--- src/rtl/simon_game_ctrl_if.sv ---
// Sequence-memory port between the Simon sequencer (master) and its colour RAM (slave).
// Read data is registered in the memory: valid one clock after the address.
interface simon_game_ctrl_if #(
  parameter int MAX_LEN = 16
);
  localparam int AW = $clog2(MAX_LEN);

  logic [AW-1:0] mem_addr;
  logic          mem_we;
  logic [1:0]    mem_wdata;
  logic [1:0]    mem_rdata;

  modport master (output mem_addr, mem_we, mem_wdata, input mem_rdata);
  modport slave  (input mem_addr, mem_we, mem_wdata, output mem_rdata);
endinterface

--- src/rtl/simon_game_ctrl.sv ---
// Simon Says sequencer: grows a random colour sequence, plays it on the LEDs,
// then walks the player's presses through the external compare block.
module simon_game_ctrl #(
  parameter int MAX_LEN        = 16,
  parameter int SHOW_CYCLES    = 50_000_000,
  parameter int GAP_CYCLES     = 12_500_000,
  parameter int TIMEOUT_CYCLES = 250_000_000
) (
  input  logic                     clk,
  input  logic                     reset,
  input  logic                     on_off,
  input  logic                     start,
  input  logic                     btn_valid,
  input  logic [3:0]               sw,
  input  logic [1:0]               rand_in,
  input  logic                     correct_input,
  simon_game_ctrl_if.master        mem,
  output logic [1:0]               cmp_actual,
  output logic [3:0]               led,
  output logic [$clog2(MAX_LEN):0] level,
  output logic                     busy,
  output logic                     win,
  output logic                     lose
);
  localparam int AW   = $clog2(MAX_LEN);
  localparam int LW   = AW + 1;
  localparam int CMX1 = (SHOW_CYCLES > GAP_CYCLES) ? SHOW_CYCLES : GAP_CYCLES;
  localparam int CMAX = (CMX1 > TIMEOUT_CYCLES) ? CMX1 : TIMEOUT_CYCLES;
  localparam int CW   = $clog2(CMAX + 1);

  localparam logic [CW-1:0] SHOW_LAST = CW'(SHOW_CYCLES - 1);
  localparam logic [CW-1:0] GAP_LAST  = CW'(GAP_CYCLES - 1);
  localparam logic [CW-1:0] TMO_LAST  = CW'(TIMEOUT_CYCLES - 1);

  typedef enum logic [3:0] {
    IDLE, EXTEND, PFETCH, SHOW_ON, SHOW_OFF, IFETCH, WAIT_IN, WIN, LOSE
  } state_t;

  state_t          st;
  logic [AW-1:0]   idx;
  logic [CW-1:0]   cnt;
  logic [LW-1:0]   idx_nxt;

  // The player's colour goes straight to the compare block; only its verdict is used here.
  logic unused_sw;
  assign unused_sw = ^sw;

  assign idx_nxt = {1'b0, idx} + LW'(1);

  always_ff @(posedge clk or negedge reset) begin
    if (!reset) begin
      st            <= IDLE;
      idx           <= '0;
      cnt           <= '0;
      level         <= '0;
      win           <= 1'b0;
      lose          <= 1'b0;
      mem.mem_addr  <= '0;
      mem.mem_we    <= 1'b0;
      mem.mem_wdata <= '0;
    end else if (!on_off) begin
      st            <= IDLE;
      idx           <= '0;
      cnt           <= '0;
      level         <= '0;
      win           <= 1'b0;
      lose          <= 1'b0;
      mem.mem_addr  <= '0;
      mem.mem_we    <= 1'b0;
      mem.mem_wdata <= '0;
    end else begin
      mem.mem_we <= 1'b0;
      case (st)
        IDLE, WIN, LOSE: begin
          if (start) begin
            st            <= EXTEND;
            level         <= '0;
            win           <= 1'b0;
            lose          <= 1'b0;
            mem.mem_we    <= 1'b1;
            mem.mem_addr  <= '0;
            mem.mem_wdata <= rand_in;
          end
        end
        EXTEND: begin
          level        <= level + LW'(1);
          idx          <= '0;
          mem.mem_addr <= '0;
          st           <= PFETCH;
        end
        PFETCH: begin
          cnt <= '0;
          st  <= SHOW_ON;
        end
        SHOW_ON: begin
          if (cnt == SHOW_LAST) begin
            cnt <= '0;
            st  <= SHOW_OFF;
          end else begin
            cnt <= cnt + CW'(1);
          end
        end
        SHOW_OFF: begin
          if (cnt == GAP_LAST) begin
            cnt <= '0;
            if (idx_nxt == level) begin
              idx          <= '0;
              mem.mem_addr <= '0;
              st           <= IFETCH;
            end else begin
              idx          <= idx_nxt[AW-1:0];
              mem.mem_addr <= idx_nxt[AW-1:0];
              st           <= PFETCH;
            end
          end else begin
            cnt <= cnt + CW'(1);
          end
        end
        IFETCH: begin
          cnt <= '0;
          st  <= WAIT_IN;
        end
        WAIT_IN: begin
          // A press on the very cycle the timeout expires still counts as a press.
          if (btn_valid) begin
            if (!correct_input) begin
              lose <= 1'b1;
              st   <= LOSE;
            end else if (idx_nxt < level) begin
              idx          <= idx_nxt[AW-1:0];
              mem.mem_addr <= idx_nxt[AW-1:0];
              st           <= IFETCH;
            end else if (level == LW'(MAX_LEN)) begin
              win <= 1'b1;
              st  <= WIN;
            end else begin
              mem.mem_we    <= 1'b1;
              mem.mem_addr  <= level[AW-1:0];
              mem.mem_wdata <= rand_in;
              st            <= EXTEND;
            end
          end else if (cnt == TMO_LAST) begin
            lose <= 1'b1;
            st   <= LOSE;
          end else begin
            cnt <= cnt + CW'(1);
          end
        end
        default: st <= IDLE;
      endcase
    end
  end

  // Read data is stable while the address is held, so the display decodes it directly.
  always_comb begin
    led        = 4'b0000;
    cmp_actual = 2'b00;
    busy       = 1'b0;
    case (st)
      EXTEND, PFETCH, SHOW_OFF: busy = 1'b1;
      SHOW_ON: begin
        busy = 1'b1;
        led  = 4'b0001 << mem.mem_rdata;
      end
      WAIT_IN: cmp_actual = mem.mem_rdata;
      WIN:     led = 4'b1111;
      default: ;
    endcase
  end
endmodule

--- src/flat_wrapper.sv ---
// flat-port wrapper written by rule: the top's interface ports become plain ports
module simon_game_ctrl_flat 
#(
  parameter int MAX_LEN        = 16,
  parameter int SHOW_CYCLES    = 50_000_000,
  parameter int GAP_CYCLES     = 12_500_000,
  parameter int TIMEOUT_CYCLES = 250_000_000
)
  (clk, reset, on_off, start, btn_valid, sw, rand_in, correct_input, cmp_actual, led, level, busy, win, lose, mem_mem_addr, mem_mem_we, mem_mem_wdata, mem_mem_rdata);
  simon_game_ctrl_if #(.MAX_LEN(MAX_LEN)) mem_i ();
  input  logic clk;
  input  logic reset;
  input  logic on_off;
  input  logic start;
  input  logic btn_valid;
  input  logic [3:0] sw;
  input  logic [1:0] rand_in;
  input  logic correct_input;
  output logic [1:0] cmp_actual;
  output logic [3:0] led;
  output logic [$clog2(MAX_LEN):0] level;
  output logic busy;
  output logic win;
  output logic lose;
  output wire logic [$bits(mem_i.mem_addr)-1:0] mem_mem_addr;
  output wire logic [$bits(mem_i.mem_we)-1:0] mem_mem_we;
  output wire logic [$bits(mem_i.mem_wdata)-1:0] mem_mem_wdata;
  input wire logic [$bits(mem_i.mem_rdata)-1:0] mem_mem_rdata;
  assign mem_mem_addr = mem_i.mem_addr;
  assign mem_mem_we = mem_i.mem_we;
  assign mem_mem_wdata = mem_i.mem_wdata;
  assign mem_i.mem_rdata = mem_mem_rdata;
  simon_game_ctrl #(.MAX_LEN(MAX_LEN), .SHOW_CYCLES(SHOW_CYCLES), .GAP_CYCLES(GAP_CYCLES), .TIMEOUT_CYCLES(TIMEOUT_CYCLES)) u_core (.clk(clk), .reset(reset), .on_off(on_off), .start(start), .btn_valid(btn_valid), .sw(sw), .rand_in(rand_in), .correct_input(correct_input), .mem(mem_i), .cmp_actual(cmp_actual), .led(led), .level(level), .busy(busy), .win(win), .lose(lose));
endmodule
--- config.mk ---
export PLATFORM = sky130hd
export DESIGN_NAME = simon_game_ctrl_flat
export DESIGN_NICKNAME = d
export VERILOG_FILES = /design/src/rtl/simon_game_ctrl_if.sv /design/src/rtl/simon_game_ctrl.sv /design/src/flat_wrapper.sv
export SDC_FILE = /design/constraint.sdc
export NUM_CORES = 1
export LEC_CHECK = 0
export ABC_CLOCK_PERIOD_IN_PS = 3490
export BUFFER_PORTS_ARGS = -buffer_cell sky130_fd_sc_hd__buf_2
export CAP_MARGIN = 20
export CORE_MARGIN = 2
export CORE_UTILIZATION = 59
export CTS_CLUSTER_SIZE = 14
export DETAILED_ROUTE_END_ITERATION = 10
export PLACE_DENSITY = 0.9
export SYNTH_ARGS = -nofsm -noshare
export SYNTH_HDL_FRONTEND = slang
export SYNTH_SLANG_ARGS = --single-unit
--- constraint.sdc ---
create_clock -name clk -period 3.49 [get_ports clk]
set_clock_uncertainty 0.2 [all_clocks]
set_input_delay 0.1745 -clock clk [delete_from_list [all_inputs] [get_ports clk]]
set_output_delay 0.1745 -clock clk [all_outputs]
set_load 0.02 [all_outputs]
### Word-level counts from Yosys, hierarchy flattened

Index checks and enable logic that the tools add are counted.

* input bits: 14
* logic and storage cells: 121
* register bits after elaboration: 50
* output and inout bits: 21

* add/subtract/negate cells: 3
* order comparisons: 1
* muxes and demuxes: 63
* eq/ne operators: 32
* reductions and logical operators: 12
* shift operators: 1

Operators by type and width (number)
* 28-bit two-way mux: 5
* 28-bit case mux with 4 select lines: 1
* 4-bit two-way mux: 20
* 28-bit by 1-bit adder with 28-bit output (second input constant): 1
* 28-bit by 24-bit == test with 1-bit output (second input constant): 1
* 28-bit by 26-bit == test with 1-bit output (second input constant): 1
* 28-bit == test (second input constant): 1
* 4-bit case mux with 7 select lines: 1
* 3-bit != test (second input constant): 7
* 6-bit AND reduction: 3
* 1-bit two-way mux: 17
* 4-bit by 3-bit == test with 1-bit output (second input constant): 4
* 4-bit case mux with 4 select lines: 1
* 2-bit two-way mux: 7
* 3-bit by 2-bit != test with 1-bit output (second input constant): 4
* 4-bit case mux with 3 select lines: 1
* 5-bit two-way mux: 2
* 5-bit case mux with 2 select lines: 1
* 4-bit by 2-bit == test with 1-bit output (second input constant): 2
* 4-bit by 3-bit != test with 1-bit output (second input constant): 2
* 4-bit case mux with 2 select lines: 1
* 4-bit AND reduction: 2
* 3-bit two-way mux: 2
* 3-bit by 1-bit != test with 1-bit output (second input constant): 2
* 21 further kinds: 23

### Longest topological paths before layout

* depth after elaboration: 7
* mapped depth: 10
* mapped depth without buffers: 9

### Worst setup path after synthesis

OpenSTA, ideal clock, no wires.

* path type: register to register
* start: register u_core.idx[0]
* end: register u_core.idx[0]
* required time: 3.165 ns
* cell stages (with the launch flop): 9
* slack: 0.767 ns
* arrival time: 2.399 ns
* cells stage by stage: dfrtp_1 > ha_1 > xor2_1 > ha_1 > and4_1 > a221o_1 > a211oi_1 > o211ai_2 > mux2_2

* cells in the longest elaborated chain, start to end: 6
* elaborated cells on any way between the ends: 12
* classes of those cells: add/sub: 1; order compare: 1; eq/ne: 2; mux: 7; reduce/logical: 1

RTL lines
* from (decl): RTL line simon_game_ctrl.sv:40 `logic [AW-1:0] idx;`
* from (signal assigned): RTL line simon_game_ctrl.sv:111 `idx <= idx_nxt[AW-1:0];`
* from (signal assigned): RTL line simon_game_ctrl.sv:130 `idx <= idx_nxt[AW-1:0];`
* 4-bit by 1-bit adder with 5-bit output *: RTL line simon_game_ctrl.sv:48 `assign idx_nxt = {1'b0, idx} + LW'(1);`
* parallel branches: the longest is 5 deep, another holds 5-bit less-than comparator

Mark *: on every way between the ends. The select of a mux whose other input is x is not followed.
A chain may end at the register's enable or synchronous reset.

### Worst setup path in the final report

Ends and elaborated chain as after synthesis.

==> impl_metrics.toml <==
[outcome]
status = "complete, no violations"

[grt]
grt_pass1_vias = 3074
groute.usage.overall_pct = 27.4
grt_overflow = 0
grt_max_degree = 51
antenna_found_initial = 0
grt_pass1_wl_um = 13900

[synthesis]
ys_warn_count = 0
synth_area_leaders = "dfrtp_1, nand2_1, o21ai_0"
synth_cell_types = 62
synth-edff-count = 0
synth-seq-cells = 50
synth_nets = 420
synth_top_area_share_pct = 36.7
ys_seq_area_share_pct = 36.7
synth.most_common_cell = "dfrtp_1"
synthTopCellsByCount = "dfrtp_1, nand2_1, o21ai_0"
synth_area_leader_cell = "dfrtp_1"
syn_area_per_cell_um2 = 8.58
syn_area_um2 = 3410
synth_cells = 397
ys.flop_type = "dfrtp_1"
ys_async_sr_fraction_pct = 100

[power]
swShare_pct = 40.4
seqPwrFrac_pct = 42.4
leakage_nw = 1.63
combPwrFrac_pct = 37.6
p_per_area_nw_per_um2 = 439
p_switching_uw = 661
clkPwrFrac_pct = 20.0
intPower_uw = 976
ir_drop_v = 0.000246

[clocking]
post-cts-setup-buffer-count = 0
clockRootBuffer = "clkbuf_8"
cts_tree = "yes"
cts.path.max_buffers = 2
numCtsBuffers = 5
insertion_delay_ns = 0.31
htreeDepth = 2
cts_sinks = 50
clk_pin_slew_ns = 0.08

[sta]
drv_slew = 0
fmax_ghz = 0.325
fin_crit_sh_pct = 88.1
setup_tns_ns = 0
slew_headroom_pct = 49.1
rsz0062_at_grt = "false"
min_period_ns = 3.07
tightest_slew_ns = 0.760
setup_violations = 0
hold_viol_final = 0

[detailed_routing]
vias = 3287
drt_iter0_drc = 357
wire_per_inst_um = 17.0
ant_nets = 0
wl_um = 8430
dr.pass1.iters = 6
drc = 0
avgViaCountPerCell = 6.61

[setup_path]
worst_r2r_endpoint = "u_core.idx[0]"
reg2reg_from = "u_core.idx[0]"
reg2reg_depth = 8
end_kind = "register"
cp.required_ns = 3.47
worst-path-max-fanout = 7
critPathLaunch = "u_core.idx[0]"
critical_path_arrival_ns = 3.06
rrSetupSlack_ns = 0.42
path_class = "reg -> reg"
startpoint_type = "register"

[die]
ios = 35
die_w_um = 80.0
row_count = 27
core_area_um2 = 5540
start_util_pct = 61.5
die_y_um = 80.0
die_area_um2 = 6400

[finish]
nFillCells = 442
nNetsFinal = 448
drive_above_1_share_pct = 14.1
areaGrowthSynthToFinish_pct = 9.44
fin_util_pct = 67.3
diodes = 0

[run]
maxCapViolations = 0

[worst_hold_path]
hold_path.startpoint = "correct_input"
min_to = "u_core.lose"
hold_depth = 4
hold_class = "in -> reg"

[placed_design]
io_buffers = 30
routabilityCongestion = 0.881
dp_hpwl_um = 6040
## power groups by stage
stage               clock network (mW)  registers, mW  logic, mW
floorplan                            0          0.682      0.445
global placement                     0          0.699      0.568
detailed placement                   0          0.703      0.595
CTS                              0.326          0.691      0.600
global route                     0.346          0.700      0.672
finish                           0.327          0.694      0.616
## through the flow
stage | setup WS, ns | area [um2] | power [mW] | hold WS (ns) | cells
2_1_floorplan | 0.767 | 3410 | 1.13 | -0.321 | 397
3_3_place_gp | 0.580 | 3600 | 1.27 | 0.238 | 486
3_5_place_dp | 0.454 | 3600 | 1.30 | 0.251 | 486
4_1_cts | 0.443 | 3710 | 1.62 | 0.0220 | 496
5_1_grt | 0.214 | 3730 | 1.72 | 0.0717 | 497
6_report | 0.417 | 3730 | 1.64 | 0.0248 | 497
## layout make-up
class / instances / area (um2) / share of cell area (%)
multi-input cells: 305 / 1980 / 53.1
flip-flops and latches: 50 / 1250 / 33.6
repair buffers: 40 / 245 / 6.58
well taps: 72 / 90.1 / 2.42
inverters: 23 / 86.3 / 2.32
clock buffers: 7 / 76.3 / 2.05
## sequential cells by signal, indices dropped and copies added (netlist names), 2 cells and up
| signal | flops |
|---|---|
| u_core.cnt | 28 |
| u_core.level | 5 |
| u_core.idx | 4 |
| u_core.mem.mem_addr | 4 |
| u_core.st | 4 |
| u_core.mem.mem_wdata | 2 |
## layer usage
layer | up-vias | share of wire (%) | global-route usage (%)
met5 | - | 0 | 0
met4 | 0 | 2.4 | 9.49
met3 | 30 | 9.0 | 4.98
met2 | 202 | 47 | 45.2
met1 | 1542 | 41 | 36.1
li1 | 1513 | - | -
## critical path: stages, from the launching register on
cell	delay, ns
dfrtp_1	0.44
ha_1	0.25
xor2_1	0.29
ha_1	0.31
and4_1	0.25
a221o_1	0.41
a211oi_1	0.33
o211ai_2	0.18
mux2_2	0.31
## cell families (layout without fill, tap and decap cells)
group / count (synthesis) / after routing / synth area share (%)
buf+inv: 42 / 70 / 5.18
simple gates: 173 / 173 / 28.2
compound gates: 104 / 104 / 20.9
fa+ha+maj: 9 / 9 / 3.31
xor+xnor: 5 / 5 / 1.29
flops: 50 / 50 / 36.7
mux: 14 / 14 / 4.48
## layout by cell type (no fill, tap or decap), types with 11 or more instances in the layout
| master | netlist | final |
|---|---|---|
| nand2_1 | 44 | 44 |
| nor3_1 | 15 | 15 |
| nor2_1 | 26 | 26 |
| o21ai_0 | 29 | 29 |
| nand3_1 | 19 | 19 |
| a22o_1 | 14 | 14 |
| and2_1 | 12 | 12 |
| inv_1 | 23 | 23 |
| buf_2 | 8 | 30 |
| dfrtp_1 | 50 | 50 |
| a21oi_1 | 17 | 17 |
| nand4_1 | 11 | 11 |
## how the worst max path moves through the flow
stage                                to  slack, ns
after floorplan           u_core.idx[0]       0.77
after global placement    u_core.idx[2]       0.58
after detailed placement  u_core.idx[0]       0.45
after CTS                 u_core.idx[0]       0.44
after global routing      u_core.idx[1]       0.21
final                     u_core.idx[0]       0.42
## what timing repair did
item | CTS | global route
gates resized for setup | 0 | 0
hold endpoints to repair | 52 | 0
hold buffers | 3 | 0
Note: power is estimated with default switching activity, not from simulation.
